**src/rtl/clk_div_pkg.sv**
```systemverilog
// Shared types and helpers for the clock-enable divider controller.
package clk_div_pkg;

   typedef enum logic [1:0] {IDLE, RUN, PEND} div_state_e;

   localparam int unsigned MIN_DIV = 2;

   function automatic logic is_valid_div(input int unsigned v);
      return v >= MIN_DIV;
   endfunction

endpackage

```
**src/rtl/clk_div_if.sv**
```systemverilog
// Ratio-update handshake between a requester (master) and the divider controller (slave).
interface clk_div_if #(parameter int CNT_W = 8);

   logic             div_req_i;
   logic [CNT_W-1:0] div_val_i;
   logic             div_ack_o;
   logic             err_o;

   modport master (output div_req_i, div_val_i, input div_ack_o, err_o);
   modport slave  (input div_req_i, div_val_i, output div_ack_o, err_o);

endinterface

```
**src/rtl/clk_div_core.sv**
```systemverilog
// Down-counter with load strobe, reload-at-zero and terminal-count flag.
// The next-count output exists only when DIV_DUTY50_EN is defined.
module clk_div_core #(
   parameter int CNT_W   = 8,
   parameter int RST_VAL = 3
) (
   input  logic             clk_i,
   input  logic             rst_i,
   input  logic             run,
   input  logic             load,
   input  logic [CNT_W-1:0] load_val,
   output logic [CNT_W-1:0] cnt,
`ifdef DIV_DUTY50_EN
   output logic [CNT_W-1:0] cnt_nxt,
`endif
   output logic             tc
);

   logic [CNT_W-1:0] cnt_d;

   assign tc = (cnt == '0);

   // Reload at zero instead of wrapping so every period is exactly load_val+1 cycles.
   always_comb begin
      cnt_d = cnt;
      if (load)
         cnt_d = load_val;
      else if (run)
         cnt_d = tc ? load_val : cnt - CNT_W'(1);
   end

   always_ff @(posedge clk_i or posedge rst_i) begin
      if (rst_i) cnt <= CNT_W'(RST_VAL);
      else       cnt <= cnt_d;
   end

`ifdef DIV_DUTY50_EN
   assign cnt_nxt = cnt_d;
`endif

endmodule

```
**src/rtl/clk_div_ctrl.sv**
```systemverilog
// Programmable clock-enable divider: FSM, ratio handshake and active ratio around clk_div_core.
// Define DIV_DUTY50_EN to add the registered 50%-duty div_clk_o output.
module clk_div_ctrl
   import clk_div_pkg::*;
#(
   parameter int CNT_W       = 8,
   parameter int DEFAULT_DIV = 4
) (
   input  logic             clk_i,
   input  logic             rst_i,
   input  logic             en_i,
   clk_div_if.slave         bus,
   output logic             tick_o,
   output logic [CNT_W-1:0] cnt_o,
   output logic             busy_o
`ifdef DIV_DUTY50_EN
   , output logic           div_clk_o
`endif
);

   div_state_e       state, state_d;
   logic [CNT_W-1:0] div_active, div_d;
   logic [CNT_W-1:0] pend_div, pend_d;
   logic             ack_q, ack_d, err_q, err_d;
   logic             tc, stopping, req_take, req_ok, pend_ack;

   // Dropping en_i wins over everything, so a low en_i behaves like IDLE this cycle.
   assign stopping = (state == IDLE) || !en_i;
   assign pend_ack = (state == PEND) && tc && en_i;
   assign tick_o   = (state != IDLE) && tc && en_i;
   assign busy_o   = (state != IDLE);

   assign bus.div_ack_o = ack_q || pend_ack;
   assign bus.err_o     = err_q;

   // The request is consumed in its ack cycle and held while PEND waits for the terminal count.
   assign req_take = bus.div_req_i && !bus.div_ack_o && (state != PEND);
   assign req_ok   = is_valid_div(32'(bus.div_val_i));

   always_comb begin
      state_d = state;
      div_d   = div_active;
      pend_d  = pend_div;
      ack_d   = 1'b0;
      err_d   = 1'b0;
      case (state)
         IDLE: if (en_i) state_d = RUN;
         RUN: begin
            if (!en_i) state_d = IDLE;
            else if (req_take && req_ok) begin
               state_d = PEND;
               pend_d  = bus.div_val_i;
            end
         end
         PEND: begin
            if (!en_i) begin
               state_d = IDLE;
               div_d   = pend_div;
               ack_d   = 1'b1;
            end else if (tc) begin
               state_d = RUN;
               div_d   = pend_div;
            end
         end
         default: state_d = IDLE;
      endcase
      if (req_take) begin
         if (!req_ok) begin
            ack_d = 1'b1;
            err_d = 1'b1;
         end else if (stopping) begin
            div_d = bus.div_val_i;
            ack_d = 1'b1;
         end
      end
   end

   always_ff @(posedge clk_i or posedge rst_i) begin
      if (rst_i) begin
         state      <= IDLE;
         div_active <= CNT_W'(DEFAULT_DIV);
         pend_div   <= '0;
         ack_q      <= 1'b0;
         err_q      <= 1'b0;
      end else begin
         state      <= state_d;
         div_active <= div_d;
         pend_div   <= pend_d;
         ack_q      <= ack_d;
         err_q      <= err_d;
      end
   end

`ifdef DIV_DUTY50_EN
   logic [CNT_W-1:0] cnt_nxt;
   logic             div_clk_q;
`endif

   clk_div_core #(.CNT_W(CNT_W), .RST_VAL(DEFAULT_DIV - 1)) u_core (
      .clk_i    (clk_i),
      .rst_i    (rst_i),
      .run      (!stopping),
      .load     (stopping),
      .load_val (div_d - CNT_W'(1)),
      .cnt      (cnt_o),
`ifdef DIV_DUTY50_EN
      .cnt_nxt  (cnt_nxt),
`endif
      .tc       (tc)
   );

`ifdef DIV_DUTY50_EN
   // Registered from next-cycle count/ratio so it lines up with cnt_o: high for the top ceil(N/2) counts.
   always_ff @(posedge clk_i or posedge rst_i) begin
      if (rst_i) div_clk_q <= 1'b0;
      else       div_clk_q <= (state_d != IDLE) && (cnt_nxt >= (div_d >> 1));
   end
   assign div_clk_o = div_clk_q;
`endif

endmodule

```
**src/flat_wrapper.sv**
```systemverilog
// flat-port wrapper written by rule: the top's interface ports become plain ports
module clk_div_ctrl_flat import clk_div_pkg::*;
#(
   parameter int CNT_W       = 8,
   parameter int DEFAULT_DIV = 4
)
  (clk_i, rst_i, en_i, tick_o, cnt_o, busy_o, bus_div_req_i, bus_div_val_i, bus_div_ack_o, bus_err_o);
  clk_div_if #(.CNT_W(CNT_W)) bus_i ();
  input  logic clk_i;
  input  logic rst_i;
  input  logic en_i;
  output logic tick_o;
  output logic [CNT_W-1:0] cnt_o;
  output logic busy_o;
  input wire logic [$bits(bus_i.div_req_i)-1:0] bus_div_req_i;
  input wire logic [$bits(bus_i.div_val_i)-1:0] bus_div_val_i;
  output wire logic [$bits(bus_i.div_ack_o)-1:0] bus_div_ack_o;
  output wire logic [$bits(bus_i.err_o)-1:0] bus_err_o;
  assign bus_i.div_req_i = bus_div_req_i;
  assign bus_i.div_val_i = bus_div_val_i;
  assign bus_div_ack_o = bus_i.div_ack_o;
  assign bus_err_o = bus_i.err_o;
  clk_div_ctrl #(.CNT_W(CNT_W), .DEFAULT_DIV(DEFAULT_DIV)) u_core (.clk_i(clk_i), .rst_i(rst_i), .en_i(en_i), .bus(bus_i), .tick_o(tick_o), .cnt_o(cnt_o), .busy_o(busy_o));
endmodule
```
**config.mk**
```make
export PLATFORM = sky130hd
export DESIGN_NAME = clk_div_ctrl_flat
export DESIGN_NICKNAME = d
export VERILOG_FILES = /design/src/rtl/clk_div_pkg.sv /design/src/rtl/clk_div_if.sv /design/src/rtl/clk_div_core.sv /design/src/rtl/clk_div_ctrl.sv /design/src/flat_wrapper.sv
export SDC_FILE = /design/constraint.sdc
export NUM_CORES = 1
export LEC_CHECK = 0
export BUFFER_PORTS_ARGS = -buffer_cell sky130_fd_sc_hd__buf_2
export CAP_MARGIN = 20
export CORE_ASPECT_RATIO = 0.7
export CORE_UTILIZATION = 40
export CTS_BUF_LIST = sky130_fd_sc_hd__clkbuf_8
export DETAILED_ROUTE_END_ITERATION = 8
export GPL_TIMING_DRIVEN = 0
export SLEW_MARGIN = 20
export SYNTH_ARGS = -nofsm -noshare
export SYNTH_HDL_FRONTEND = slang
export SYNTH_SLANG_ARGS = --single-unit
```
**constraint.sdc**
```tcl
create_clock -name clk_i -period 5.2 [get_ports clk_i]
set_input_delay 1.04 -clock clk_i [delete_from_list [all_inputs] [get_ports clk_i]]
set_output_delay 1.04 -clock clk_i [all_outputs]
set_load 0.02 [all_outputs]
```
Yosys cells after proc, flatten, opt, wreduce, memory -nomap -nowiden
Cells that the tools add are included.
{ "totals": {"regBits": 28, "in_bits": 12} }
{ "classes": {"reduce_logical": 16, "muxes": 21, "n_eq_ne": 6, "n_lt_le_gt_ge": 1, "addsub": 2} }
{ "ops": {"columns": ["cell", "count"], "rows": [
  ["$mux 8", 8],
  ["$sub 8x1->8 const B", 2],
  ["$mux 2", 5],
  ["$ge 8x2->1 const B", 1],
  ["$logic_not 8->1", 1],
  ["$logic_and 1x1->1", 7],
  ["$mux 1", 7],
  ["$ne 3x2->1 const B", 2],
  ["$pmux 2 s3", 1],
  ["$reduce_and 3->1", 2],
  ["$ne 2x2->1 const B", 2],
  ["$eq 2x1->1 const B", 1],
  ["$eq 2x2->1 const B", 1],
  ["$logic_not 1->1", 2],
  ["$logic_not 2->1", 1],
  ["$logic_or 1x1->1", 2],
  ["$reduce_bool 2->1", 1]
]} }

Logic depth before layout (Yosys ltp)
{ "depth": {"depth_word": 11, "mapped_depth": 12, "depth_no_buf": 11} }

Modules after synthesis
From an unflattened synthesis, not the netlist that was laid out.
{ "hier_totals": {"cells_unflattened": 184, "area_unflattened_um2": 1732.9} }
{ "modules_own_cells": {"columns": ["mod", "cells_each", "instances", "area_per_inst_um2"], "rows": [
  ["clk_div_ctrl", 120, 1, 1167.4],
  ["clk_div_core", 64, 1, 565.5]
]} }

Least setup slack after synthesis
Ideal clock, no wire load.
{ "synth_timing": {"path_type": "input to register", "from": "in bus_div_req_i", "to": "reg u_core.u_core.cnt[6]", "stages": 10, "arrival_time_ns": 2.734, "slack_ns": 2.336, "n_path_buf": 0, "path_cell_list": "nor2b_1 and3_1 nand2_2 a311o_1 inv_1 ha_1 nand4b_1 nor4_4 xnor2_1 a21oi_1"} }
{ "synth_via": {"elab_chain_len": 6} }
{ "synth_lines": {"columns": ["element", "line_no", "source"], "rows": [
  ["start: declaration", "flat_wrapper.sv:15", "input wire logic [$bits(bus_i.div_req_i)-1:0] bus_div_req_i;"],
  ["$logic_and 1x1->1 (*) (2 in series)", "clk_div_ctrl.sv:37", "assign req_take = bus.div_req_i && !bus.div_ack_o && (state != PEND);"],
  ["$mux 8 (*)", "clk_div_ctrl.sv:67", "if (req_take) begin"],
  ["named net u_core.div_d[1]", "clk_div_ctrl.sv:22", "logic [CNT_W-1:0] div_active, div_d;"],
  ["$sub 8x1->8 (*)", "clk_div_ctrl.sv:104", ".load_val (div_d - CNT_W'(1)),"],
  ["$mux 8", "clk_div_core.sv:29", "cnt_d = tc ? load_val : cnt - CNT_W'(1);"],
  ["$mux 8 (*)", "clk_div_core.sv:26", "if (load)"],
  ["named net u_core.u_core.cnt_d[6]", "clk_div_core.sv:19", "logic [CNT_W-1:0] cnt_d;"],
  ["end signal: assignment", "clk_div_core.sv:33", "if (rst_i) cnt <= CNT_W'(RST_VAL);"],
  ["end signal: assignment", "clk_div_core.sv:34", "else cnt <= cnt_d;"],
  ["end: declaration", "clk_div_core.sv:12", "output logic [CNT_W-1:0] cnt,"]
]} }
The timed path passes the listed nets; every way through them passes the cells marked *.
A chain may end at the register's enable or synchronous reset.

Final worst setup path
{ "layout_timing": {"from": "in bus_div_val_i[4]", "to": "reg u_core.u_core.cnt[6]"} }
{ "layout_via": {"elab_chain_len": 6, "elab_cells_between_ends": 7, "classes_between": "1 x add/sub; 1 x order compare; 5 x mux"} }
{ "layout_lines": {"columns": ["element", "line_no", "source"], "rows": [
  ["start: declaration", "flat_wrapper.sv:16", "input wire logic [$bits(bus_i.div_val_i)-1:0] bus_div_val_i;"],
  ["$ge 8x2->1 (*)", "clk_div_pkg.sv:9", "return v >= MIN_DIV;"],
  ["$mux 8 (*)", "clk_div_ctrl.sv:68", "if (!req_ok) begin"],
  ["$mux 8 (*)", "clk_div_ctrl.sv:67", null],
  ["named net u_core.div_d[0]", "clk_div_ctrl.sv:22", null],
  ["$sub 8x1->8 (*)", "clk_div_ctrl.sv:104", null],
  ["$mux 8", "clk_div_core.sv:29", null],
  ["$mux 8 (*)", "clk_div_core.sv:26", null],
  ["named net u_core.u_core.cnt_d[6]", "clk_div_core.sv:19", null]
]} }
Marks and branches as above.

==> metrics.txt <==
status finished, final reports clean; Worst Hold Class reg2reg; clock slew at reported path FFs 0.10 ns; Yosys reg bits 28; Final setup viols 0; Slew headroom 0.602; top post-synthesis cells by area dfrtp_1, mux2_2, dfstp_2, xnor2_1, nor2_1; routed vias 1,282; syn avg cell area 10.1 um2; Netlist cell types 42; CTS tree done; DP Worst Slack 1.85 ns; # H-tree levels 1; share of cells above drive strength 1 0.290; clock latency on the worst-skew pair 0.27 ns; die area 4210 um2; peak supply drop 170 uV; dpl cell area 1760 um2; final core occ 0.497; CP endpoint kind flip-flop; row cnt 18; share of the synthesized area in the top cell type 0.396; setup_tns 0 ns; Tmin final 3.08 ns; post-DR vias/cell 5.50; Critical Path Start Type primary input; Area growth, synth to finish 14.7%; Final Hold Vio Count 0; Worst Max-Slew Pin Slew 0.594 ns; hold bufs inserted after CTS 0; die width 77.1 um; clk sinks 28; Max Fanout on Critical Path 7; Gate Count Post-Synth 156; PortBufs 23; fmax 0.324 GHz; Clock Path Buffers 2; syn_nets 171; Resize count post-CTS 0; largest net degree at the start of global routing 29; CP Data Required Time 5.36 ns; GR Util All Layers 0.192; Post-Route WL 3.53 mm; routed len/inst 15.2 um; grt total ovfl 0; Clock Skews 0.00996 ns; CTS root buffer clkbuf_8; Post-Syn Area 1580 um2; core area 3650 um2; RSZ-0062 raised after global routing false; FFs w/ async S/R, synth 1.00; DR pass1 iterations 4; Iter 0 DRT Violations 63; post-CTS setup buffer count 0; Detail Placement HPWL 2.75 mm; antenna violations before repair 0; Starting Density 0.433; final worst slack 2.12 ns; Worst Path Arrival 3.24 ns; Die Ht 54.6 um; io pins 24; Num CTS Buffers 3; number of global-route vias before repair 1,227; cell area power density 443 nW/um2; Final Instance Area 1810 um2; Crit Path Class in2reg; most frequent cell after synthesis dfrtp_1; top_reg_cell synth dfrtp_1; Ys Warns 0; number of enable flip-flop cells after synthesis 0; Synth area leader dfrtp_1; n_diodes 0; final routed DRC violation total 0; post-synthesis sequential area ratio 0.446; final net count 199; GP Congestion 0.778; P_leak 0.802 nW; Final ANT Viol Nets 0; max_cap viols 0; period utilisation layout 0.593; commonest cells in the netlist dfrtp_1, nor2_1, nand2_1; global-route wire length before repair 6.03 mm; Slew Limit Fails 0
## logic make-up (layout without fill, tap and decap cells)
group / count (synthesis) / count (layout) / share of synthesized area
AOI/OAI and AO/OA: 29 / 29 / 0.133
and+or+nand+nor: 67 / 67 / 0.249
DFF: 28 / 28 / 0.446
buffers and inverters: 11 / 38 / 0.0349
adders and majority gates: 3 / 3 / 0.0238
xor gates and xnor gates: 9 / 9 / 0.0499
muxes: 9 / 9 / 0.0634
## worst max-delay path: stages
cell,delay (ns)
buf_2,0.12
nor4_1,0.47
nand2_1,0.25
nand2_2,0.23
a31oi_1,0.21
inv_1,0.10
ha_1,0.21
nand4b_1,0.17
nor4_4,0.18
xnor2_1,0.17
a21oi_1,0.09
## registers in the layout, summed over array words and instances (netlist names)
signal	flops
u_core.div_active	8
u_core.ack_q	1
u_core.bus.err_o	1
u_core.pend_div	8
u_core.state	2
u_core.u_core.cnt	8
## where the power goes
part	switching, mW	internal, mW
sequential	0.0568	0.294
clock	0.0650	0.0677
combinational	0.187	0.132
## metal layers
| metal | vias up | part of all wire | track usage |
|---|---|---|---|
| li1 | 623 | - | - |
| met1 | 621 | 0.50 | 0.267 |
| met2 | 36 | 0.45 | 0.313 |
| met3 | 2 | 0.049 | 0.0417 |
| met4 | 0 | 0.0040 | 0.0440 |
| met5 | - | 0 | 0 |
## cells in the final DEF, fill, tap and decap left out, types with 3 or more instances in the layout
cell type and instances:
and3_1 7, nand3_1 7, dfstp_2 3, buf_2 25, a31oi_1 4, inv_1 6
mux2_2 8, nand4_1 3, o21ai_0 6, and2_1 4, ha_1 3, nor3_1 7
nand2_1 11, clkbuf_8 4, xnor2_1 7, a21oi_1 5, nor2_1 13, dfrtp_1 25
## worst paths after layout
check                                                from                              to  slack [ns]  cells past startpoint
max reg2reg                u_core.u_core.cnt[0]$_DFF_PP1_  u_core.u_core.cnt[6]$_DFF_PP0_        2.34                     11
min reg2reg                u_core.pend_div[3]$_DFFE_PP0P_  u_core.pend_div[3]$_DFFE_PP0P_        0.52                      1
min                        u_core.pend_div[3]$_DFFE_PP0P_  u_core.pend_div[3]$_DFFE_PP0P_        0.52                      1
max                                      bus_div_val_i[4]  u_core.u_core.cnt[6]$_DFF_PP0_        2.12                     11
max in group asynchronous                           rst_i  u_core.u_core.cnt[0]$_DFF_PP1_        3.99                      2
min in group asynchronous                           rst_i  u_core.u_core.cnt[6]$_DFF_PP0_        0.81                      2
## stage by stage
step                      total power [mW]  instances  hold slack, ns
after global routing                 0.860        233           0.532
after CTS                            0.807        233           0.511
after global placement               0.663        229           0.486
after floorplan                      0.583        156           0.471
final                                0.802        233           0.515
after detailed placement             0.674        229           0.493
## area by class of cell
type | instances | area (um2)
tap | 50 | 62.6
multi-input combinational | 117 | 820
inverter | 7 | 26.3
fill | 370 | 1840
buffer | 4 | 28.8
sequential | 28 | 704
clock buffer | 4 | 55.1
timing repair buffer | 23 | 115
(Power assumes the default switching activity.)
